## src/rtl/fixed_conv_arbiter.sv

```systemverilog
// ----------------------------------------------------------------------------
// fixed_conv_arbiter
//
// Shares one float-to-fixed converter (IEEE-754 single in, 22-bit
// sign/1-int/20-frac out) between NREQ requesters. A round-robin arbiter
// grants one request per cycle while a credit is free. The granted operand
// is driven to the converter. A CONV_LAT-deep shift register follows each
// operation through the converter. Results enter an output FIFO in grant
// order.
//
// Ports
//   clk          rising-edge clock
//   rst_n        asynchronous active-low reset
//   req_valid    per-requester request valid              [NREQ]
//   req_ready    per-requester grant (one-hot or zero)     [NREQ]
//   req_data     operand of requester i at [32*i+:32]      [32*NREQ]
//   conv_data    operand to the shared converter           [32]
//   conv_result  converter output                          [22]
//   resp_valid   output FIFO non-empty
//   resp_ready   consumer accepts the head entry
//   resp_id      requester index of the head entry         [IDW]
//   resp_data    fixed-point result of the head entry      [22]
//   resp_zeroed  head operand was out of range (exp 0 or > 127)
//   idle         nothing in flight and FIFO empty
// ----------------------------------------------------------------------------
module fixed_conv_arbiter #(
  parameter int  NREQ     = 4,
  parameter int  CONV_LAT = 1,
  parameter int  DEPTH    = 4,
  localparam int IDW      = $clog2(NREQ)
) (
  input  logic                 clk,
  input  logic                 rst_n,
  input  logic [NREQ-1:0]      req_valid,
  output logic [NREQ-1:0]      req_ready,
  input  logic [32*NREQ-1:0]   req_data,
  output logic [31:0]          conv_data,
  input  logic [21:0]          conv_result,
  output logic                 resp_valid,
  input  logic                 resp_ready,
  output logic [IDW-1:0]       resp_id,
  output logic [21:0]          resp_data,
  output logic                 resp_zeroed,
  output logic                 idle
);

  localparam int CW = $clog2(DEPTH + 1);    // FIFO occupancy 0..DEPTH
  localparam int PW = $clog2(DEPTH);        // FIFO pointer
  localparam int LW = $clog2(CONV_LAT + 1); // in-flight count 0..CONV_LAT

  // ---------------------------------------------------------------- state
  logic [IDW-1:0]      r_rr;

  logic [CONV_LAT-1:0] r_stg_vld;
  logic [CONV_LAT-1:0] r_stg_zero;
  logic [IDW-1:0]      r_stg_id [CONV_LAT];

  logic [IDW-1:0]      r_fifo_id   [DEPTH];
  logic [21:0]         r_fifo_data [DEPTH];
  logic [DEPTH-1:0]    r_fifo_zero;
  logic [PW-1:0]       r_wr_ptr;
  logic [PW-1:0]       r_rd_ptr;
  logic [CW-1:0]       r_fifo_cnt;

  // ---------------------------------------------------------------- wires
  logic [LW-1:0]       w_inflight_cnt;
  logic                w_credit;
  logic                w_gnt_found;
  logic [IDW-1:0]      w_gnt_id;
  logic [IDW:0]        w_scan_sum;
  logic [IDW-1:0]      w_scan_idx;
  logic [31:0]         w_gnt_data;
  logic [7:0]          w_gnt_exp;
  logic                w_gnt_zero;
  logic                w_hs;
  logic                w_push;
  logic                w_pop;

  // Number of valid shift-register stages.
  always_comb begin
    w_inflight_cnt = '0;
    for (int i = 0; i < CONV_LAT; i++) begin
      w_inflight_cnt = w_inflight_cnt + LW'(r_stg_vld[i]);
    end
  end

  // Both counts are register values from the start of the cycle, so a pop
  // happening in this cycle does not free a credit until the next one.
  assign w_credit = (int'(w_inflight_cnt) + int'(r_fifo_cnt)) < DEPTH;

  // Round-robin scan from r_rr upward with wrap. The loop runs from the
  // farthest offset down so the nearest valid requester is written last.
  always_comb begin
    w_gnt_found = 1'b0;
    w_gnt_id    = '0;
    w_scan_sum  = '0;
    w_scan_idx  = '0;
    for (int off = NREQ - 1; off >= 0; off--) begin
      w_scan_sum = {1'b0, r_rr} + (IDW+1)'(off);
      if (w_scan_sum >= (IDW+1)'(NREQ)) begin
        w_scan_sum = w_scan_sum - (IDW+1)'(NREQ);
      end
      w_scan_idx = w_scan_sum[IDW-1:0];
      if (req_valid[w_scan_idx]) begin
        w_gnt_found = 1'b1;
        w_gnt_id    = w_scan_idx;
      end
    end
  end

  // rst_n gates the grant so that nothing handshakes while reset is held.
  assign w_hs = w_gnt_found & w_credit & rst_n;

  genvar gi;
  generate
    for (gi = 0; gi < NREQ; gi++) begin : g_ready
      assign req_ready[gi] = w_hs && (w_gnt_id == IDW'(gi));
    end
  endgenerate

  always_comb begin
    w_gnt_data = '0;
    for (int i = 0; i < NREQ; i++) begin
      if (w_gnt_id == IDW'(i)) begin
        w_gnt_data = req_data[32*i +: 32];
      end
    end
  end

  assign w_gnt_exp  = w_gnt_data[30:23];
  assign w_gnt_zero = (w_gnt_exp == 8'd0) || (w_gnt_exp > 8'd127);
  assign conv_data  = w_hs ? w_gnt_data : 32'h0;

  // ------------------------------------------------------------- pointer
  always_ff @(posedge clk or negedge rst_n) begin
    if (!rst_n) begin
      r_rr <= '0;
    end else if (w_hs) begin
      r_rr <= (w_gnt_id == IDW'(NREQ - 1)) ? '0 : w_gnt_id + 1'b1;
    end
  end

  // ------------------------------------------- in-flight shift register
  // An operation enters stage 0 on its handshake edge and leaves the last
  // stage CONV_LAT edges later, when conv_result belongs to it.
  generate
    for (gi = 0; gi < CONV_LAT; gi++) begin : g_stage
      if (gi == 0) begin : g_head
        always_ff @(posedge clk or negedge rst_n) begin
          if (!rst_n) begin
            r_stg_vld[0]  <= 1'b0;
            r_stg_zero[0] <= 1'b0;
            r_stg_id[0]   <= '0;
          end else begin
            r_stg_vld[0]  <= w_hs;
            r_stg_zero[0] <= w_gnt_zero;
            r_stg_id[0]   <= w_gnt_id;
          end
        end
      end else begin : g_body
        always_ff @(posedge clk or negedge rst_n) begin
          if (!rst_n) begin
            r_stg_vld[gi]  <= 1'b0;
            r_stg_zero[gi] <= 1'b0;
            r_stg_id[gi]   <= '0;
          end else begin
            r_stg_vld[gi]  <= r_stg_vld[gi-1];
            r_stg_zero[gi] <= r_stg_zero[gi-1];
            r_stg_id[gi]   <= r_stg_id[gi-1];
          end
        end
      end
    end
  endgenerate

  // --------------------------------------------------------- output FIFO
  assign w_push     = r_stg_vld[CONV_LAT-1];
  assign resp_valid = (r_fifo_cnt != '0);
  assign w_pop      = resp_valid & resp_ready;

  // Storage carries no reset; occupancy alone decides what is visible.
  always_ff @(posedge clk) begin
    if (w_push) begin
      r_fifo_id[r_wr_ptr]   <= r_stg_id[CONV_LAT-1];
      r_fifo_data[r_wr_ptr] <= conv_result;
      r_fifo_zero[r_wr_ptr] <= r_stg_zero[CONV_LAT-1];
    end
  end

  always_ff @(posedge clk or negedge rst_n) begin
    if (!rst_n) begin
      r_wr_ptr   <= '0;
      r_rd_ptr   <= '0;
      r_fifo_cnt <= '0;
    end else begin
      if (w_push) begin
        r_wr_ptr <= (r_wr_ptr == PW'(DEPTH - 1)) ? '0 : r_wr_ptr + 1'b1;
      end
      if (w_pop) begin
        r_rd_ptr <= (r_rd_ptr == PW'(DEPTH - 1)) ? '0 : r_rd_ptr + 1'b1;
      end
      case ({w_push, w_pop})
        2'b10:   r_fifo_cnt <= r_fifo_cnt + 1'b1;
        2'b01:   r_fifo_cnt <= r_fifo_cnt - 1'b1;
        default: r_fifo_cnt <= r_fifo_cnt;
      endcase
    end
  end

  // Head fields read as zero whenever the FIFO is empty, including reset.
  assign resp_id     = resp_valid ? r_fifo_id[r_rd_ptr]   : '0;
  assign resp_data   = resp_valid ? r_fifo_data[r_rd_ptr] : '0;
  assign resp_zeroed = resp_valid ? r_fifo_zero[r_rd_ptr] : 1'b0;

  assign idle = (w_inflight_cnt == '0) && (r_fifo_cnt == '0);

endmodule
```

## config.mk

```make
export PLATFORM = sky130hd
export DESIGN_NAME = fixed_conv_arbiter
export DESIGN_NICKNAME = d
export VERILOG_FILES = /design/src/rtl/fixed_conv_arbiter.sv
export SDC_FILE = /design/constraint.sdc
export NUM_CORES = 1
export LEC_CHECK = 0
export BUFFER_PORTS_ARGS = -buffer_cell sky130_fd_sc_hd__buf_2
export CORE_ASPECT_RATIO = 2
export CORE_MARGIN = 1.5
export CORE_UTILIZATION = 30
export CTS_BUF_LIST = sky130_fd_sc_hd__clkbuf_8
export DETAILED_ROUTE_END_ITERATION = 12
export SYNTH_ARGS = -nofsm -noshare
export SYNTH_HDL_FRONTEND = slang
export SYNTH_SLANG_ARGS = --single-unit
```

## constraint.sdc

```tcl
create_clock -name clk -period 4.52 [get_ports clk]
set_input_delay 0.226 -clock clk [delete_from_list [all_inputs] [get_ports clk]]
set_output_delay 0.226 -clock clk [all_outputs]
set_load 0.02 [all_outputs]
```

After elaboration in Yosys (flattened, before gate mapping)
Memories as Yosys holds them, arrays and structs flattened.
Index checks and enable logic that the tools add are counted.
Storage, ports and cells
  flip-flop bits (word level): 17
  memory bits (writable): 96
  bits of input ports: 157
  output and inout port bits: 63
  logic and storage cells: 98
  memories: 2
Memories
  r_fifo_data: words 4, width 22, rd ports 1, clocked after Yosys merged registers in 0, wr ports 1, line 59  | logic [21:0] r_fifo_data [DEPTH];
  r_fifo_id: words 4, width 2, rd ports 1, clocked after Yosys merged registers in 0, wr ports 1, line 58  | logic [IDW-1:0] r_fifo_id [DEPTH];
Operators by class
  $add $sub $neg: 13
  magnitude comparators: 13
  eq/ne operators: 7
  mux-type cells: 39
  bitwise operators: 4
  reductions and logical operators: 12
Operator list (count)
  $mux W32: 5
  $mux W2: 12
  $mux W22: 1
  $lt A2 B3 Y1 const B: 6
  $mux W1: 13
  $bmux W1 S2: 5
  $eq A2 B2 Y1 const B: 5
  $ge A3 B3 Y1 const B: 3
  $gt A8 B7 Y1 const B: 1
  $logic_not A8 Y1: 1
  $sub A2 B1 Y2 const B: 4
  $add A2 B1 Y2 const B: 3
  $add A2 B2 Y3 const B: 2
  $logic_and A1 B1 Y1: 6
  $pmux W3 S2: 1
  $add A1 B3 Y4: 1
  $bwmux W4: 1
  $eq A2 B1 Y1 const B: 2
  $lt A4 B3 Y1 const B: 1
  $add A2 B1 Y3 const B: 1
  $add A3 B1 Y3 const B: 1
  $and A1 B1 Y1: 3
  $ge A2 B3 Y1 const B: 1
  $logic_not A3 Y1: 1
  other kinds (8): 8

Longest topological paths before layout
Gate-level depths: netlist of the first run.
  word-level depth: 16
  depth in mapped cells: 12
  mapped depth without buffers: 10

Worst setup path after synthesis of the first run
OpenSTA, ideal clock, no wires.
  path type: flip-flop to output port
  start: reg r_rr[1]
  end: out conv_data[30]
  data arrival time: 2.163 ns
  data required time: 4.294 ns
  path slack: 2.131 ns
  stages on the path, launching flop included: 12
  buffers on the path: 2
  path through: dfrtp_1 > mux2i_1 > nor2_1 > nor3_1 > inv_1 > ha_1 > buf_2 > clkbuf_1 > a221oi_1 > nor3_1 > a21oi_1 > nor2_1
On the way
  longest elaborated chain between the ends: 15
  elaborated cells on any way between the ends: 42
  classes of those cells: 7 x add/sub; 4 x order compare; 3 x eq/ne; 25 x mux; 2 x bitwise; 1 x reduce/logical
Ends and longest elaborated chain
  from (decl): line 52  | logic [IDW-1:0] r_rr;
  from (signal assigned): line 139  | r_rr <= (w_gnt_id == IDW'(NREQ - 1)) ? '0 : w_gnt_id + 1'b1;
  $add A2 B2 Y3: line 99  | w_scan_sum = {1'b0, r_rr} + (IDW+1)'(off);
  $ge A3 B3 Y1 or $sub A2 B1 Y2 (tied branches): line 100, 101
  $mux W2: line 100  | if (w_scan_sum >= (IDW+1)'(NREQ)) begin
  $bmux W1 S2: line 104  | if (req_valid[w_scan_idx]) begin
  $mux W1 (not written as such): line 104
  $mux W2 (3 in a row): line 104
  $mux W2 (*): line 104
  net w_gnt_id[0]: line 69  | logic [IDW-1:0] w_gnt_id;
  $logic_not A2 Y1: line 124  | if (w_gnt_id == IDW'(i)) begin
  $mux W32 (3 in a row): line 124
  $mux W32 (*): line 124
  $mux W32 (*): line 132  | assign conv_data = w_hs ? w_gnt_data : 32'h0;
  to (decl): line 37  | output logic [31:0] conv_data,
Mark *: on every way through the listed nets, which the timed path passes. The rest lies on a longest branch. The select of a mux whose other input is x is not followed.

Worst setup path after layout of the first run
  start: reg r_rr[1]
  end: out conv_data[1]
The elaborated chain is that of the path after synthesis.

==> impl_metrics.yaml, run 1 <==
setup_path:
  end_kind: "output port"
  reg2regPathDepth: 9
  crit_type: "register to output port"
  critPathMaxFanout: 37
  required_ps: 4290
  endpoint: "conv_data[1]"
  start_kind: "register"
  cp.arrival_ps: 3340
  reg2reg_setup_slack_ps: 1640
  crit_start: "r_rr[1]"
  rr_endpoint: "r_stg_zero"
  reg2reg_from: "r_rr[1]"
pwr:
  ir_drop_v: 0.0002756
  p_comb_share_pct: 45.4
  clockPowerShare_pct: 21.7
  intPower_mw: 2.768
  p_leak_nw: 3.114
  sw_frac_of_total_pct: 38.28
  p_seq_share_pct: 32.9
  switching_power_mw: 1.717
  p_per_area_mw_per_mm2: 581.6
sta:
  tns_ps: 0
  fmax_ghz: 0.2801
  maxSlewViolCount: 0
  fin_hold_ws_ps: 27.77
  min_period_ps: 3571
  fin_crit_sh_pct: 79.00
  worst_slack_ps: 949.4
  rsz0062_at_grt: "false"
  setup_viol: 0
  slew_headroom_pct: 37.58
  tightest_slew_ps: 936.3
  finClkSkew_ps: 6.404
  hold_violations: 0
clock_tree:
  clk_pin_slew_ps: 70
  clock_sinks: 113
  cts_buffer_depth: 2
  cts_buffers: 17
  insertion_delay_ps: 420
  cts_tree: "yes"
  root_buffer: "clkbuf_8"
  ctsResizeCount: 0
  cts-htree-levels: 4
yosys:
  synth-seq-cells: 113
  ys_seq_area_share_pct: 56.63
  yosys_warnings: 0
  postSynthAreaPerCell_um2: 12.07
  ys_types: 39
  synth_edf_count: 100
  synth-async-reset-ratio_pct: 11.50
  ys.flop_type: "edfxtp_1"
  syn_area_mm2: 0.005877
  syn_inst: 487
  syn_nets: 655
placed_design:
  dp_worst_setup_slack_ps: 1336
  placed_area_mm2: 0.007178
  portBuffers: 219
  gp_congestion: 0.8286
  dpl.hpwl_mm: 11.83
layout:
  utilization_pct: 40.00
  postLayoutCellArea_mm2: 0.007711
  drive_gt1_share_pct: 40.58
  fin_nets: 877
  syn2layout_area_growth_pct: 31.21
  fillers: 1935
global_route:
  grt_pass1_vias: 4926
  grt_util_all_layers_pct: 16.00
  antenna_found_initial: 1
  grt_max_degree: 42
  grt.overflow.total: 0
  grt_pass1_wl_mm: 24.62
floorplanning:
  die_y_um: 200.9
  die_x_um: 102.0
  ioPinCount: 220
  rows: 72
  coreArea_mm2: 0.01928
  start_util_pct: 30.48
  die_area_mm2: 0.02049
worst_hold_path:
  hp-class: "input port to register"
  worstHoldStart: "conv_result[11]"
drt:
  viasPerCell: 4.741
  vias: 4656
  final_antenna_net_count: 0
  drt-initial-drc-count: 154
  wl_mm: 16.05
  drc: 0
  wire_per_inst_um: 16.35
  dr.pass1.iters: 4
run_status:
  status: "finished clean"
job:
  drv_cap: 0
## flip-flops by register name (all words and copies together), names as in the netlist
name / flops
r_wr_ptr: 2
r_stg_zero: 1
r_fifo_data: 88
r_stg_vld: 1
r_rd_ptr: 2
r_fifo_zero: 4
r_fifo_cnt: 3
r_rr: 2
r_stg_id: 2
r_fifo_id: 8
## layout by cell type, fill, tap and decap left out, types with 14 or more instances in the layout
cell type  instances
buf_2            219
edfxtp_1         100
nand2_1           68
a21oi_1           54
and2_1            53
o21ai_0           34
mux4_2            25
nand3b_1          24
clkbuf_8          17
inv_1             14
## metal layers
metal / up-vias / track usage (%) / part of all wire, %
li1: 2213 / - / -
met1: 2163 / 15.77 / 36
met2: 248 / 29.90 / 53
met3: 32 / 4.109 / 7.4
met4: 0 / 7.534 / 3.9
met5: - / 0 / 0
## critical path, stage by stage, from the launching register on
cell and delay, ps:
dfrtp_1 430, mux2i_1 210, nor2_1 50, nor3_1 440, ha_2 570, buf_4 380
nand3b_1 150, a21oi_1 70, a21oi_1 190, o21ai_0 100, and2_1 170, buf_2 150
## kinds of logic after synthesis
logic type	after synthesis	share of synthesized area, %
AOI/OAI and AO/OA	100	9.155
buffers and inverters	50	4.258
DFF	113	56.63
adders and majority gates	11	2.470
xor gates and xnor gates	3	0.4472
and+or+nand+nor	182	16.93
muxes	28	10.11
## power by group through the flow
stage	registers [mW]	logic (mW)	clock network, mW
6_report	1.48	2.04	0.974
5_1_grt	1.51	2.26	1.04
4_1_cts	1.48	2.07	0.998
3_5_place_dp	1.51	2.06	0
3_3_place_gp	1.50	2.04	0
2_1_floorplan	1.40	1.55	0
## synthesized netlist by cell type, drive strengths merged, types with 12 or more instances
| cell | number | share of area [%] |
|---|---|---|
| a21oi | 54 | 4.6 |
| and2 | 57 | 6.2 |
| buf | 21 | 2.4 |
| clkbuf | 17 | 1.1 |
| dfrtp | 13 | 5.5 |
| edfxtp | 100 | 51 |
| inv | 12 | 0.81 |
| mux4 | 25 | 9.6 |
| nand2 | 68 | 4.3 |
| nand3b | 24 | 3.1 |
| nor2 | 12 | 0.77 |
| o21ai | 35 | 3.0 |
## timing repair
item	in CTS	in global routing
buffers inserted	0	0
hold buffers	12	0
endpoints found under the hold margin	53	0
## per-stage QoR
step	instances	total power, mW
3_3_place_gp	937	3.544
5_1_grt	982	4.805
2_1_floorplan	487	2.952
4_1_cts	981	4.552
6_report	982	4.485
3_5_place_dp	937	3.562
## cell type report
| type | count | area (um^2) | share of cell area (%) |
|---|---|---|---|
| timing repair buffer | 241 | 1291 | 16.75 |
| multi-input combinational | 324 | 2306 | 29.90 |
| antenna | 1 | 2.502 | 0.03245 |
| clock inverter | 15 | 176.4 | 2.288 |
| tap | 259 | 324.1 | 4.202 |
| sequential | 113 | 3329 | 43.18 |
| inverter | 12 | 47.55 | 0.6166 |
| clock buffer | 17 | 234.0 | 3.034 |
## worst min path at each step
stage	to	slack [ps]	cells after the start
floorplan	r_fifo_cnt[0]	-70	0
CTS	r_fifo_data[1][11]	0.1	1
global placement	r_rd_ptr[1]	180	1
global route	r_fifo_data[0][17]	5	1
detailed placement	r_rd_ptr[1]	180	1
finish	r_fifo_data[3][11]	30	1
No activity file was read; power rests on OpenSTA's default activity.
==> inputs of run 2 (changes only) <==
ABC_AREA = 1   (was not set)
clock period = 3.1 ns   (was 4.52 ns; I/O delays follow)
==> run 2 against run 1 <==
  * Routed wire length rose by 14%
  * Synthesized cell count is 37% higher
  * Sequential share of layout area decreased by 4.5 points
  * Critical endpoint is now conv_data[15]
  * Worst hold slack better by 98 ps
  * Global-route usage grew 1.1 points
  * Worst setup slack worse by 900 ps
  * Non-clock buffer count rose by 34
  * Design area is 12% higher
  * Area after synthesis grew 2.2%
  * Sequential cell count stayed put
  * Core utilization grew 3.7 points
  * Cell count increased by 22%
==> impl_metrics.yaml, run 2 <==
drt:
  drt-met1-wl_mm: 6.572
  viasPerCell: 4.741
  wl_met3_um: 841
  wire_per_inst_um: 15.34
  top_layer: "met4"
  drt-initial-drc-count: 158
  wl_mm: 18.33
  drc: 0
  vias: 5666
  final_antenna_net_count: 0
  dr.pass1.iters: 5
  dr_wl_met2_mm: 10.38
layout:
  syn2layout_area_growth_pct: 43.53
  final_common_cell: "buf_2"
  drive_gt1_share_pct: 39.42
  finalNonFillerCells: 1195
  utilization_pct: 43.68
  mostFrequentLayoutCells: "buf_2 (189), nor2_1 (123), edfxtp_1 (100)"
  top_register: "r_fifo_data"
  fillers: 1993
  reg.largest.list: "r_fifo_data (88), r_fifo_id (8), r_fifo_zero (4)"
  fin_nets: 1086
  multi_input_area_mm2: 0.002646
  seq_area_mm2: 0.003332
  largest_reg_flops: 88
sta:
  maxSlewViolCount: 0
  rsz0062_at_grt: "true"
  fmax_ghz: 0.3275
  finClkSkew_ps: 11.36
  setup_viol: 0
  slew_headroom_pct: 48.84
  tightest_slew_ps: 766.2
  min_period_ps: 3053
  tns_ps: 0
  fin_hold_ws_ps: 125.5
  worst_slack_ps: 46.62
  hold_violations: 0
  fin_crit_sh_pct: 98.50
floorplanning:
  die_area_mm2: 0.02092
  start_util_pct: 30.44
  die_x_um: 103.0
  rows: 73
  die_y_um: 203.1
  coreArea_mm2: 0.01973
  ioPinCount: 220
placed_design:
  dpl.hpwl_mm: 12.07
  portBuffers: 219
  dp_worst_setup_slack_ps: 117.5
  dp_cells: 1122
  gp_congestion: 0.8241
setup_path:
  reg2reg_from: "r_rr[0]"
  endpoint: "conv_data[15]"
  reg2reg_setup_slack_ps: 470
  start_kind: "register"
  crit_type: "register to output port"
  end_kind: "output port"
  required_ps: 2940
  crit_start: "r_rr[0]"
  reg2regPathDepth: 20
  critPathMaxFanout: 7
  rr_endpoint: "r_stg_zero"
  cp.arrival_ps: 2900
yosys:
  syn_inst: 668
  synth.most_common_cell: "nor2_1"
  yosys_warnings: 0
  syn_area_mm2: 0.006005
  ys.flop_type: "edfxtp_1"
  ys_types: 31
  synth.area.top_cells: "edfxtp_1 (50%), nor2_1 (7.8%), nand2_1 (7.6%)"
  synth-seq-cells: 113
  synth_edf_count: 100
  postSynthAreaPerCell_um2: 8.989
  synth-async-reset-ratio_pct: 11.50
  ys_seq_area_share_pct: 55.43
  yosysTopAreaCell: "edfxtp_1"
  ys_top_cells_by_count: "nor2_1 (124), nand2_1 (122), edfxtp_1 (100), o21ai_0 (78), a21oi_1 (67)"
  yosys.area.top_type_share_pct: 50.01
  syn_nets: 836
worst_hold_path:
  whs_path_depth: 4
  worstHoldStart: "resp_ready"
  hp-class: "input port to register"
job:
  drv_cap: 0
pwr:
  p_comb_share_pct: 69.0
  p_leak_nw: 3.688
  p_per_area_mw_per_mm2: 1269
  switching_power_mw: 5.333
  clockPowerShare_pct: 11.5
  sw_frac_of_total_pct: 48.76
  ir_drop_v: 0.0008357
  p_seq_share_pct: 19.5
  intPower_mw: 5.604
clock_tree:
  clock_sinks: 113
  clk_pin_slew_ps: 70
  cts_buffers: 17
  cts_buffer_depth: 2
  root_buffer: "clkbuf_8"
  insertion_delay_ps: 420
  cts-htree-levels: 4
  cts_tree: "yes"
global_route:
  grt_pass1_wl_mm: 26.77
  antenna_found_initial: 1
  grt_util_all_layers_pct: 17.05
  grt_max_degree: 53
  grt_pass1_vias: 5487
  grt.overflow.total: 0
run_status:
  status: "finished clean"
## run 2: worst min-delay path by stage
stage / end / slack [ps]
after detailed placement: r_stg_zero / 90
after global routing: r_rd_ptr[1] / 130
after floorplan: r_fifo_cnt[0] / -140
after global placement: r_stg_zero / 90
after CTS: r_rd_ptr[1] / 100
final: r_rd_ptr[0] / 130
## run 2: worst max-delay path, cell delays in order, from the launching register on
cell and delay, ps:
dfrtp_2 440, buf_6 150, o21ai_4 190, nand2_4 90
a21oi_4 180, o21ai_4 70, nand2_1 80, nand2_2 90
ha_4 200, nor2_4 120, buf_12 140, clkbuf_16 160
nand2_1 50, nand2_1 40, o21ai_0 70, nand2_1 80
o21ai_2 70, nor2_4 110, buf_6 130
## run 2: power by group through the flow
stage	clock network, mW	registers (mW)	logic, mW
5_1_grt	1.36	2.17	8.30
3_5_place_dp	0	2.17	6.07
3_3_place_gp	0	2.16	6.02
6_report	1.26	2.13	7.54
4_1_cts	1.30	2.13	6.57
2_1_floorplan	0	2.10	4.35
## run 2: per-stage QoR
stage	total power, mW	cell area (um^2)
floorplan	6.454	6005
CTS	9.995	8138
global placement	8.185	7372
global route	11.83	8616
finish	10.94	8618
detailed placement	8.244	7372
## run 2: logic make-up (layout without fill, tap and decap cells)
family | after synthesis | after routing | share of synthesized area, %
AOI/OAI and AO/OA | 177 | 177 | 15.57
xor gates and xnor gates | 2 | 2 | 0.2918
adders and majority gates | 11 | 11 | 2.417
buffers and inverters | 76 | 339 | 5.897
DFF | 113 | 113 | 55.43
other | 0 | 2 | 0
and+or+nand+nor | 289 | 289 | 20.40
## run 2: routing by layer
metal	GRT usage [%]	vias up
met3	2.995	29
met4	7.915	0
met2	33.62	218
met5	0	-
li1	-	2772
met1	16.15	2647
## run 2: layout make-up
type                    count  share of cell area, %
clock buffers              17                  2.715
clock inverters            15                  1.495
inverters                  32                  1.626
repair buffers            275                  20.93
diodes                      2                0.05807
flip-flops and latches    113                  38.66
well taps                 262                  3.804
multi-input cells         479                  30.71
## run 2: what timing repair did
item	CTS	global route
resized for setup	36	121
setup endpoints to repair	32	32
setup buffers	5	9
pin swaps	6	35
hold endpoints to repair	101	0
gates cloned	1	2
hold buffers	23	0
==> inputs of run 3 (changes only) <==
CORE_UTILIZATION = 39   (was 30)
PLACE_DENSITY = 0.68   (was not set)
==> run 3 against run 2 <==
  * Worst setup slack improved by 36 ps
  * Cell count decreased by 5.7%
  * Largest power group unchanged
  * Clock skew increased by 6.2 ps
  * Sequential power about the same
  * Design area decreased by 3.2%
  * Sequential share of layout area increased by 1.3 points
==> impl_metrics.yaml, run 3 (synthesis gave the netlist of run 2 again) <==
run_status:
  status: "finished clean"
sta:
  setup_viol: 0
  fin_crit_sh_pct: 97.34
  min_period_ps: 3017
  maxSlewViolCount: 0
  rsz0062_at_grt: "true"
  fmax_ghz: 0.3314
  finClkSkew_ps: 17.53
  slew_headroom_pct: 48.38
  hold_violations: 0
  tightest_slew_ps: 773.2
  worst_slack_ps: 82.53
worst_hold_path:
  min_to: "r_rd_ptr[0]"
  hp-class: "input port to register"
  worstHoldStart: "resp_ready"
  whs_path_depth: 4
clock_tree:
  cts_buffer_depth: 3
  root_buffer: "clkbuf_8"
  cts_buffers: 25
  cts_tree: "yes"
  insertion_delay_ps: 460
  cts-htree-levels: 4
  clk_pin_slew_ps: 60
  clock_sinks: 113
floorplanning:
  coreArea_mm2: 0.01521
  ioPinCount: 220
  die_area_mm2: 0.01619
  start_util_pct: 39.47
  die_x_um: 90.74
  rows: 64
  die_y_um: 178.5
layout:
  multi_input_area_mm2: 0.002509
  drive_gt1_share_pct: 37.93
  final_common_cell: "buf_2"
  top_register: "r_fifo_data"
  largest_reg_flops: 88
  fin_nets: 1090
  mostFrequentLayoutCells: "buf_2 (191), nor2_1 (123), nand2_1 (104)"
  reg.largest.list: "r_fifo_data (88), r_fifo_id (8), r_fifo_zero (4)"
  seq_area_mm2: 0.003332
  fillers: 1386
  utilization_pct: 54.84
  finalNonFillerCells: 1127
  syn2layout_area_growth_pct: 38.95
drt:
  drt-initial-drc-count: 287
  dr.pass1.iters: 4
  drc: 0
  wl_mm: 18.36
  vias: 5711
  wire_per_inst_um: 16.29
  final_antenna_net_count: 0
  viasPerCell: 5.067
placed_design:
  dp_worst_setup_slack_ps: 267.6
  dp_cells: 1058
  gp_congestion: 0.8706
  portBuffers: 219
  dpl.hpwl_mm: 12.90
pwr:
  ir_drop_v: 0.001099
  p_leak_nw: 3.634
  finalPower_mw: 10.55
  p_per_area_mw_per_mm2: 1264
setup_path:
  required_ps: 2940
  reg2reg_setup_slack_ps: 540
  end_kind: "output port"
  start_kind: "register"
  cp.arrival_ps: 2860
  crit_type: "register to output port"
  rr_endpoint: "r_stg_zero"
  reg2regPathDepth: 20
  critPathMaxFanout: 7
  reg2reg_from: "r_rr[0]"
global_route:
  grt_pass1_vias: 5614
  antenna_found_initial: 1
  grt_max_degree: 53
  grt.overflow.total: 0
  grt_util_all_layers_pct: 22.21
  grt_pass1_wl_mm: 27.39
job:
  drv_cap: 0
run 3: cell count changes in the layout (fill, tap and decap cells not counted), moves of 3 or more:
cell,delta
nand2_1,+7
clkinvlp_4,-3
nand3_4,-4
clkbuf_8,+8
buf_4,-3
nand2_4,-9
run 3: worst max path at each step:
stage / slack, ps / cells after the start / from / end
after floorplan: 480 / 18 / r_rr[0] / conv_data[2]
after global placement: 310 / 18 / r_rr[0] / conv_data[31]
after detailed placement: 270 / 19 / r_rr[0] / conv_data[3]
after CTS: -40 / 17 / r_rr[0] / conv_data[13]
after global routing: -90 / 17 / r_rr[0] / conv_data[9]
final: 80 / 17 / r_rr[0] / conv_data[12]
run 3: stage by stage:
stage / hold slack, ps / cell area [um^2] / TNS (ps)
detailed placement: 93.11 / 7279 / 0
floorplan: -140.6 / 6005 / 0
CTS: 38.51 / 8014 / -218.1
global route: 91.78 / 8343 / -1421
finish: 62.59 / 8343 / 0
global placement: 91.28 / 7279 / 0
run 3: layer usage:
layer  global-route usage (%)  vias to the layer above  part of all wire, %
met5                        0                        -                    0
met4                    14.29                        0                  5.2
met3                    3.240                       48                  6.3
met2                    41.01                      270                   53
met1                    23.14                     2622                   36
li1                         -                     2771                    -
run 3: critical path, cell delays in order (launching register included):
cell       delay [ps]
dfrtp_2           460
inv_4             100
nand2_1            90
nand3_1           130
nand2_1            80
inv_2              90
nand3_1           120
nand2_4           130
inv_2              80
ha_4              190
nor2_4            130
buf_6             150
clkbuf_16         150
nand2_1            50
nand3_1            60
o211ai_1           90
a21oi_1           140
buf_4             170
run 3: timing repair:
item                                    in CTS  in global routing
resized for setup                           28                 95
hold buffers                                23                  0
endpoints found under the setup margin      32                 32
hold endpoints to repair                   101                  0
gates cloned                                 1                  1
pin swaps                                    0                 25
buffers inserted                             2                  8
run 3: area by class of cell:
| class | count | area share [%] |
|---|---|---|
| clock buffer | 25 | 4.124 |
| sequential | 113 | 39.94 |
| antenna | 1 | 0.02999 |
| multi-input combinational | 479 | 30.07 |
| timing repair buffer | 271 | 20.94 |
| clock inverter | 8 | 0.3749 |
| tap | 198 | 2.969 |
| inverter | 32 | 1.560 |
run 3: power by group:
part / switching (mW) / internal, mW / total, mW
clock network: 0.539 / 0.725 / 1.26
registers: 0.148 / 1.99 / 2.14
logic: 4.41 / 2.73 / 7.14
total: 5.10 / 5.45 / 10.5
